`src/rtl/sigmoid_vector_unit.sv`:
```
// rtl/sigmoid_vector_unit.sv - streams NUM_ELEMS elements through a sigmoid LUT into a result memory.
// Optional build macro SIGMOID_SAT_EN: saturate out-of-range elements to the last LUT entry.
module sigmoid_vector_unit #(
    parameter int width          = 8,
    parameter int X_depth_bits   = 3,
    parameter int A_depth_bits   = 3,
    parameter int SIG_depth_bits = 8,
    parameter int NUM_ELEMS      = 8
) (
    input  logic                      clk,
    input  logic                      aresetn,
    input  logic                      Start,
    output logic                      Busy,
    output logic                      Done,
    output logic                      X_read_en,
    output logic [X_depth_bits-1:0]   X_read_address,
    input  logic [width-1:0]          X_read_data_out,
    output logic                      SIG_read_en,
    output logic [SIG_depth_bits-1:0] SIG_read_address,
    input  logic [width-1:0]          SIG_read_data_out,
    output logic                      A_write_en,
    output logic [A_depth_bits-1:0]   A_write_address,
    output logic [width-1:0]          A_write_data_in
);

    typedef enum logic [1:0] {
        S_IDLE  = 2'd0,
        S_RUN   = 2'd1,
        S_FLUSH = 2'd2,
        S_DONE  = 2'd3
    } state_t;

    localparam logic [X_depth_bits-1:0] LAST_IDX = X_depth_bits'(NUM_ELEMS - 1);

    state_t                    state_q, state_d;
    logic [X_depth_bits-1:0]   cnt_q, cnt_d;
    logic                      sig_vld_q, wr_vld_q;
    logic [X_depth_bits-1:0]   sig_idx_q, wr_idx_q;
    logic [SIG_depth_bits-1:0] sig_addr;

    always_ff @(posedge clk or negedge aresetn) begin
        if (!aresetn) begin
            state_q <= S_IDLE;
        end else begin
            state_q <= state_d;
        end
    end

    always_comb begin
        state_d = state_q;
        case (state_q)
            S_IDLE:  if (Start) state_d = S_RUN;
            S_RUN:   if (cnt_q == LAST_IDX) state_d = S_FLUSH;
            // Leave once the write of the final element is on the bus this cycle.
            S_FLUSH: if (wr_vld_q && (wr_idx_q == LAST_IDX)) state_d = S_DONE;
            S_DONE:  state_d = S_IDLE;
            default: state_d = S_IDLE;
        endcase
    end

    always_comb begin
        Busy           = (state_q == S_RUN) || (state_q == S_FLUSH);
        Done           = (state_q == S_DONE);
        X_read_en      = (state_q == S_RUN);
        X_read_address = (state_q == S_RUN) ? cnt_q : '0;
    end

    always_comb begin
        cnt_d = '0;
        if ((state_q == S_RUN) && (cnt_q != LAST_IDX)) begin
            cnt_d = cnt_q + 1'b1;
        end
    end

    always_ff @(posedge clk or negedge aresetn) begin
        if (!aresetn) begin
            cnt_q     <= '0;
            sig_vld_q <= 1'b0;
            sig_idx_q <= '0;
            wr_vld_q  <= 1'b0;
            wr_idx_q  <= '0;
        end else begin
            cnt_q     <= cnt_d;
            sig_vld_q <= X_read_en;
            sig_idx_q <= cnt_q;
            wr_vld_q  <= sig_vld_q;
            wr_idx_q  <= sig_idx_q;
        end
    end

    always_comb begin
        sig_addr = X_read_data_out[SIG_depth_bits-1:0];
`ifdef SIGMOID_SAT_EN
        if ((X_read_data_out >> SIG_depth_bits) != '0) begin
            sig_addr = '1;
        end
`endif
    end

    assign SIG_read_en      = sig_vld_q;
    assign SIG_read_address = sig_vld_q ? sig_addr : '0;
    assign A_write_en       = wr_vld_q;
    assign A_write_address  = wr_vld_q ? A_depth_bits'(wr_idx_q) : '0;
    assign A_write_data_in  = wr_vld_q ? SIG_read_data_out : '0;

endmodule

```
`config.mk`:
```
export PLATFORM = sky130hd
export DESIGN_NAME = sigmoid_vector_unit
export DESIGN_NICKNAME = d
export VERILOG_FILES = /design/src/rtl/sigmoid_vector_unit.sv
export SDC_FILE = /design/constraint.sdc
export NUM_CORES = 1
export LEC_CHECK = 0
export BUFFER_PORTS_ARGS = -buffer_cell sky130_fd_sc_hd__buf_2
export CORE_MARGIN = 1.5
export CORE_UTILIZATION = 38
export CTS_CLUSTER_SIZE = 20
export DETAILED_ROUTE_END_ITERATION = 8
export HOLD_SLACK_MARGIN = 0.1
export PLACE_DENSITY_LB_ADDON = 0.05
export SLEW_MARGIN = 20
export SYNTH_ARGS = -nofsm -noshare
export SYNTH_HDL_FRONTEND = slang
export SYNTH_SLANG_ARGS = --single-unit
```
`constraint.sdc`:
```
create_clock -name clk -period 1.8 [get_ports clk]
set_input_delay 0.18 -clock clk [delete_from_list [all_inputs] [get_ports clk]]
set_output_delay 0.18 -clock clk [all_outputs]
set_load 0.1 [all_outputs]
```
-- Word-level counts from Yosys, hierarchy flattened
Index checks and enable logic that the tools add are counted.
- register bits: 13
- bits of input ports: 19
- word-level logic and storage cells: 30
- output and inout bits: 27
- reduce and logical (&&, ||, !) cells: 5
- mux-type cells: 9
- add/sub/neg operators: 1
- equal/unequal tests: 9
- operator list (operator ; count):
    $mux 8 ; 2
    $mux 3 ; 3
    $pmux 2 s4 ; 1
    $eq 3x3->1 const B ; 2
    $mux 2 ; 3
    $eq 2x2->1 const B ; 2
    $ne 2x2->1 const B ; 2
    $add 3x1->3 const B ; 1
    $ne 3x3->1 const B ; 1
    $reduce_and 3->1 ; 1
    $eq 2x1->1 const B ; 1
    $logic_and 1x1->1 ; 2
    $logic_not 2->1 ; 1
    $ne 2x1->1 const B ; 1
    $logic_or 1x1->1 ; 1

-- Depth between registers and ports, before layout
- word-level depth: 4
- gate-level depth with buffers: 5
- gate-level depth less buffers: 5

-- Worst setup path before layout
No wires, ideal clock.
- path kind: register -> output
- start point: reg state_q[1]
- end point: out X_read_address[2]
- required time: 1620 ps
- path slack: -550 ps
- path buffers: 0
- cell stages (with the launch flop): 4
- arrival time: 2170 ps
- path through: dfrtp_1 -> inv_1 -> ha_1 -> and2_1
- word-level cells in the longest chain between the ends: 2
- RTL lines (element ; line ; source):
    start, declared ; 35 ; state_t state_q, state_d;
    start signal, assigned ; 45 ; state_q <= state_d;
    $eq 2x1->1 ; -- ;
    named net X_read_en ; 15 ; output logic X_read_en,
    $mux 3 ; 65 ; X_read_address = (state_q == S_RUN) ? cnt_q : '0;
    end, declared ; 16 ; output logic [X_depth_bits-1:0] X_read_address,
The timed path passes the listed nets, and every way through them passes these cells.

-- Final worst setup path
- start point: reg state_q[0]
- end point: out Busy
- word-level cells in the longest chain between the ends: 2
- elaborated cells between the ends (all ways): 3
- classes of those cells: eq/ne: 2; reduce/logical: 1
- RTL lines (element ; line ; source):
    $eq 2x1->1 / $eq 2x2->1 (equally long branches) ; 62 ; Busy = (state_q == S_RUN) || (state_q == S_FLUSH);
    $logic_or 1x1->1 * ; 62 ;
    end, declared ; 13 ; output logic Busy,
Every way passes the cells marked *; elsewhere a longest branch is shown, timed or not.

==> reports/results.md <==
| Metric | Value | Unit |
| --- | --- | --- |
| Outcome | completed | - |
| Core Footprint | 1520 | sq um |
| Post-detailed-route wirelength per cell | 10.7 | um |
| Final global-route overflow total | 0 | - |
| Detail Placement HPWL | 1060 | um |
| Cell chosen for the clock root | sky130_fd_sc_hd__clkbuf_4 | - |
| Ant. Diodes | 0 | - |
| Floorplan die width | 43.5 | um |
| Total setup buffers inserted after CTS | 0 | - |
| Post-CTS clock slew at the launch and capture registers of the worst setup and hold paths | 80 | ps |
| Multiplexer fraction of the synthesized cell area | 1.81 | % |
| Summed instance area of the synthesized netlist | 623 | sq um |
| Final critical-path required period | 1650 | ps |
| Pre-antenna DRT Iters | 2 | - |
| FF-to-FF Start | state_q[1]$_DFFE_PN0P_ | - |
| Period utilisation layout | 91.8 | % |
| Syn Nets | 78 | - |
| Number of synthesized register bits | 13 | - |
| Global-route wire length before repair | 1970 | um |
| Hold Violations, Final | 0 | - |
| Xor/xnor cell area share of the yosys netlist | 0 | % |
| Pin slew with the least headroom to its limit | 496 | ps |
| Number of buffers created by CTS | 3 | - |
| Slowest library cell on the worst path | sky130_fd_sc_hd__buf_2 | - |
| Syn. warnings | 0 | - |
| Io pins | 46 | - |
| Final WL | 1260 | um |
| Drt via density | 4.46 | - |
| Data arrival, critical path | 1470 | ps |
| Share of synthesized cell area in full adder, half adder and majority cells | 12.0 | % |
| H-Tree Depth | 1 | - |
| Fraction of the mapped netlist area in compound gates | 4.02 | % |
| Max frequency | 605 | MHz |
| Post-synth cell types | 12 | - |
| Total setup violations reported at the end of the flow | 0 | - |
| Total Die Area | 1890 | sq um |
| Post-Synth Simple-Gate Area | 27.5 | % |
| Die H | 43.5 | um |
| Type of element capturing the critical path | primary output | - |
| Worst relative slew slack | 67.2 | % |
| Worst-Skew Late Latency | 270 | ps |
| Unrepaired setup endpoints after global routing | false | - |
| Reg2Reg Setup Slack | 280 | ps |
| Fin Clk Skew | 1.70 | ps |
| Worst R2R End | state_q[1]$_DFFE_PN0P_ | - |
| Count of pins over their slew limit | 0 | - |
| CP required | 1620 | ps |
| Sequential share of the synthesized area | 52.2 | % |
| Overall routing resource usage | 14.5 | % |
| Hold WC Path Type | primary input to async pin | - |
| GP Congestion | 0.621 | - |
| Critical Path Source Type | flop | - |
| Total number of clock tree sinks | 13 | - |
| Final antenna-violating net count | 0 | - |
| Final routed DRC violation total | 0 | - |
| Post-Syn Instances | 53 | - |
| Total of buffers placed on input and output ports | 45 | - |
| Avg Synthesized Cell Area | 11.8 | sq um |
| Number of core rows | 14 | - |
| Crit Path Category | flop to primary output | - |
| DR vias | 526 | - |
| Main combinational cell family by area after synthesis | simple AND/OR/NAND/NOR gates | - |
| Critical Path, Cell by Cell | inv_1 > ha_1 > buf_2 | - |
| Max-capacitance violation count | 0 | - |
| CTS tree | yes | - |
| Setup Total Neg Slack | 0 | ps |
| Largest net degree at the start of global routing | 14 | - |
| Count of cells along the worst register-to-register path | 5 | - |
| DRT iter0 DRCs | 4 | - |
| Layout cells sized above 1 | 71.6 | % |
| Initial antenna violation count | 0 | - |
| Number of global-route vias before repair | 439 | - |
| Worst-case clock buffer depth | 2 | - |
| Initial core utilization | 40.9 | % |
| Final-stage net count | 128 | - |
| Synth-to-Final Area Change | 50.6 | % |
| Largest stage delay on the critical path | 420 | ps |
| Maximum fanout along the worst path | 4 | - |
critical path: cells and delay by family, from the launching register on:
family	cells	cell delay (ps)
buffers and inverters	2	500
DFF	1	410
adders and majority gates	1	290
layout by cell type (no fill, tap or decap):
cell type / netlist / routed
sky130_fd_sc_hd__a221oi_2: 1 / 1
sky130_fd_sc_hd__buf_2: 0 / 42
sky130_fd_sc_hd__nor2b_1: 1 / 1
sky130_fd_sc_hd__clkbuf_1: 1 / 1
sky130_fd_sc_hd__nand4_1: 1 / 1
sky130_fd_sc_hd__and2_1: 24 / 3
sky130_fd_sc_hd__nor2b_2: 1 / 1
sky130_fd_sc_hd__dfrtp_2: 0 / 1
sky130_fd_sc_hd__inv_1: 2 / 2
sky130_fd_sc_hd__dlygate4sd3_1: 0 / 1
sky130_fd_sc_hd__and2_2: 0 / 21
sky130_fd_sc_hd__ha_1: 6 / 5
sky130_fd_sc_hd__dfrtp_1: 13 / 12
sky130_fd_sc_hd__mux2_1: 1 / 1
sky130_fd_sc_hd__clkbuf_4: 0 / 6
sky130_fd_sc_hd__o32a_1: 1 / 1
sky130_fd_sc_hd__clkinv_1: 1 / 1
sky130_fd_sc_hd__ha_2: 0 / 1
cell type report:
type | instances | area, sq um
tap | 16 | 20.0
multi-input combinational | 36 | 312
fill | 147 | 586
inverter | 3 | 11.3
timing repair buffer | 46 | 243
sequential | 13 | 327
clock buffer | 4 | 26.3
metal layers:
layer	GRT usage (%)	wire, um	share of wire (%)
met1	18.6	542	43
met2	21.8	631	50
met3	3.75	81	6.4
met4	9.09	7	0.55
met5	0	0	0
flip-flops by register name, indices dropped and copies added (netlist names):
name and cells:
A_write_en 1, wr_idx_q 3, SIG_read_en 1, state_q 2, sig_idx_q 3, cnt_q 3
worst max-delay path by stage:
stage / from / end / slack, ps
floorplan: SIG_read_en$_DFF_PN0_ / SIG_read_address[0] / 10
detailed placement: state_q[1]$_DFFE_PN0P_ / state_q[1]$_DFFE_PN0P_ / 280
global placement: state_q[1]$_DFFE_PN0P_ / state_q[1]$_DFFE_PN0P_ / 320
finish: state_q[0]$_DFFE_PN0P_ / Busy / 150
global route: state_q[0]$_DFFE_PN0P_ / Busy / 50
CTS: state_q[1]$_DFFE_PN0P_ / X_read_address[1] / 50
cells in the mapped netlist:
cell / instances / area share [%]
sky130_fd_sc_hd__a221oi_2: 1 / 2.4
sky130_fd_sc_hd__and2_1: 24 / 24
sky130_fd_sc_hd__clkbuf_1: 1 / 0.60
sky130_fd_sc_hd__clkinv_1: 1 / 0.60
sky130_fd_sc_hd__dfrtp_1: 13 / 52
sky130_fd_sc_hd__ha_1: 6 / 12
sky130_fd_sc_hd__inv_1: 2 / 1.2
sky130_fd_sc_hd__mux2_1: 1 / 1.8
sky130_fd_sc_hd__nand4_1: 1 / 1.0
sky130_fd_sc_hd__nor2b_1: 1 / 1.0
sky130_fd_sc_hd__nor2b_2: 1 / 1.4
sky130_fd_sc_hd__o32a_1: 1 / 1.6
kinds of logic (layout without fill, tap and decap cells):
| logic type | count (synthesis) | in the layout |
|---|---|---|
| compound gates | 2 | 2 |
| fa+ha+maj | 6 | 6 |
| buf+inv | 4 | 53 |
| flops | 13 | 13 |
| mux | 1 | 1 |
| simple gates | 27 | 27 |
metrics by stage:
stage,cell area [sq um],utilization (%),instances,hold WS [ps],setup WS (ps)
after floorplan,653,-,53,-116,14.6
after global placement,895,58.7,113,72.8,321
after detailed placement,895,58.7,113,76.5,278
after CTS,931,61.1,118,318,53.2
after global routing,938,61.6,118,330,47.5
final,938,61.6,118,311,148
timing repair:
item	in CTS	in global routing
setup endpoints to repair	0	3
gates resized for setup	0	3
endpoints found under the hold margin	13	0
hold buffers	1	0
Power is not shown: default switching activity piles up to over one toggle a cycle in this logic, so the estimate is an artifact.
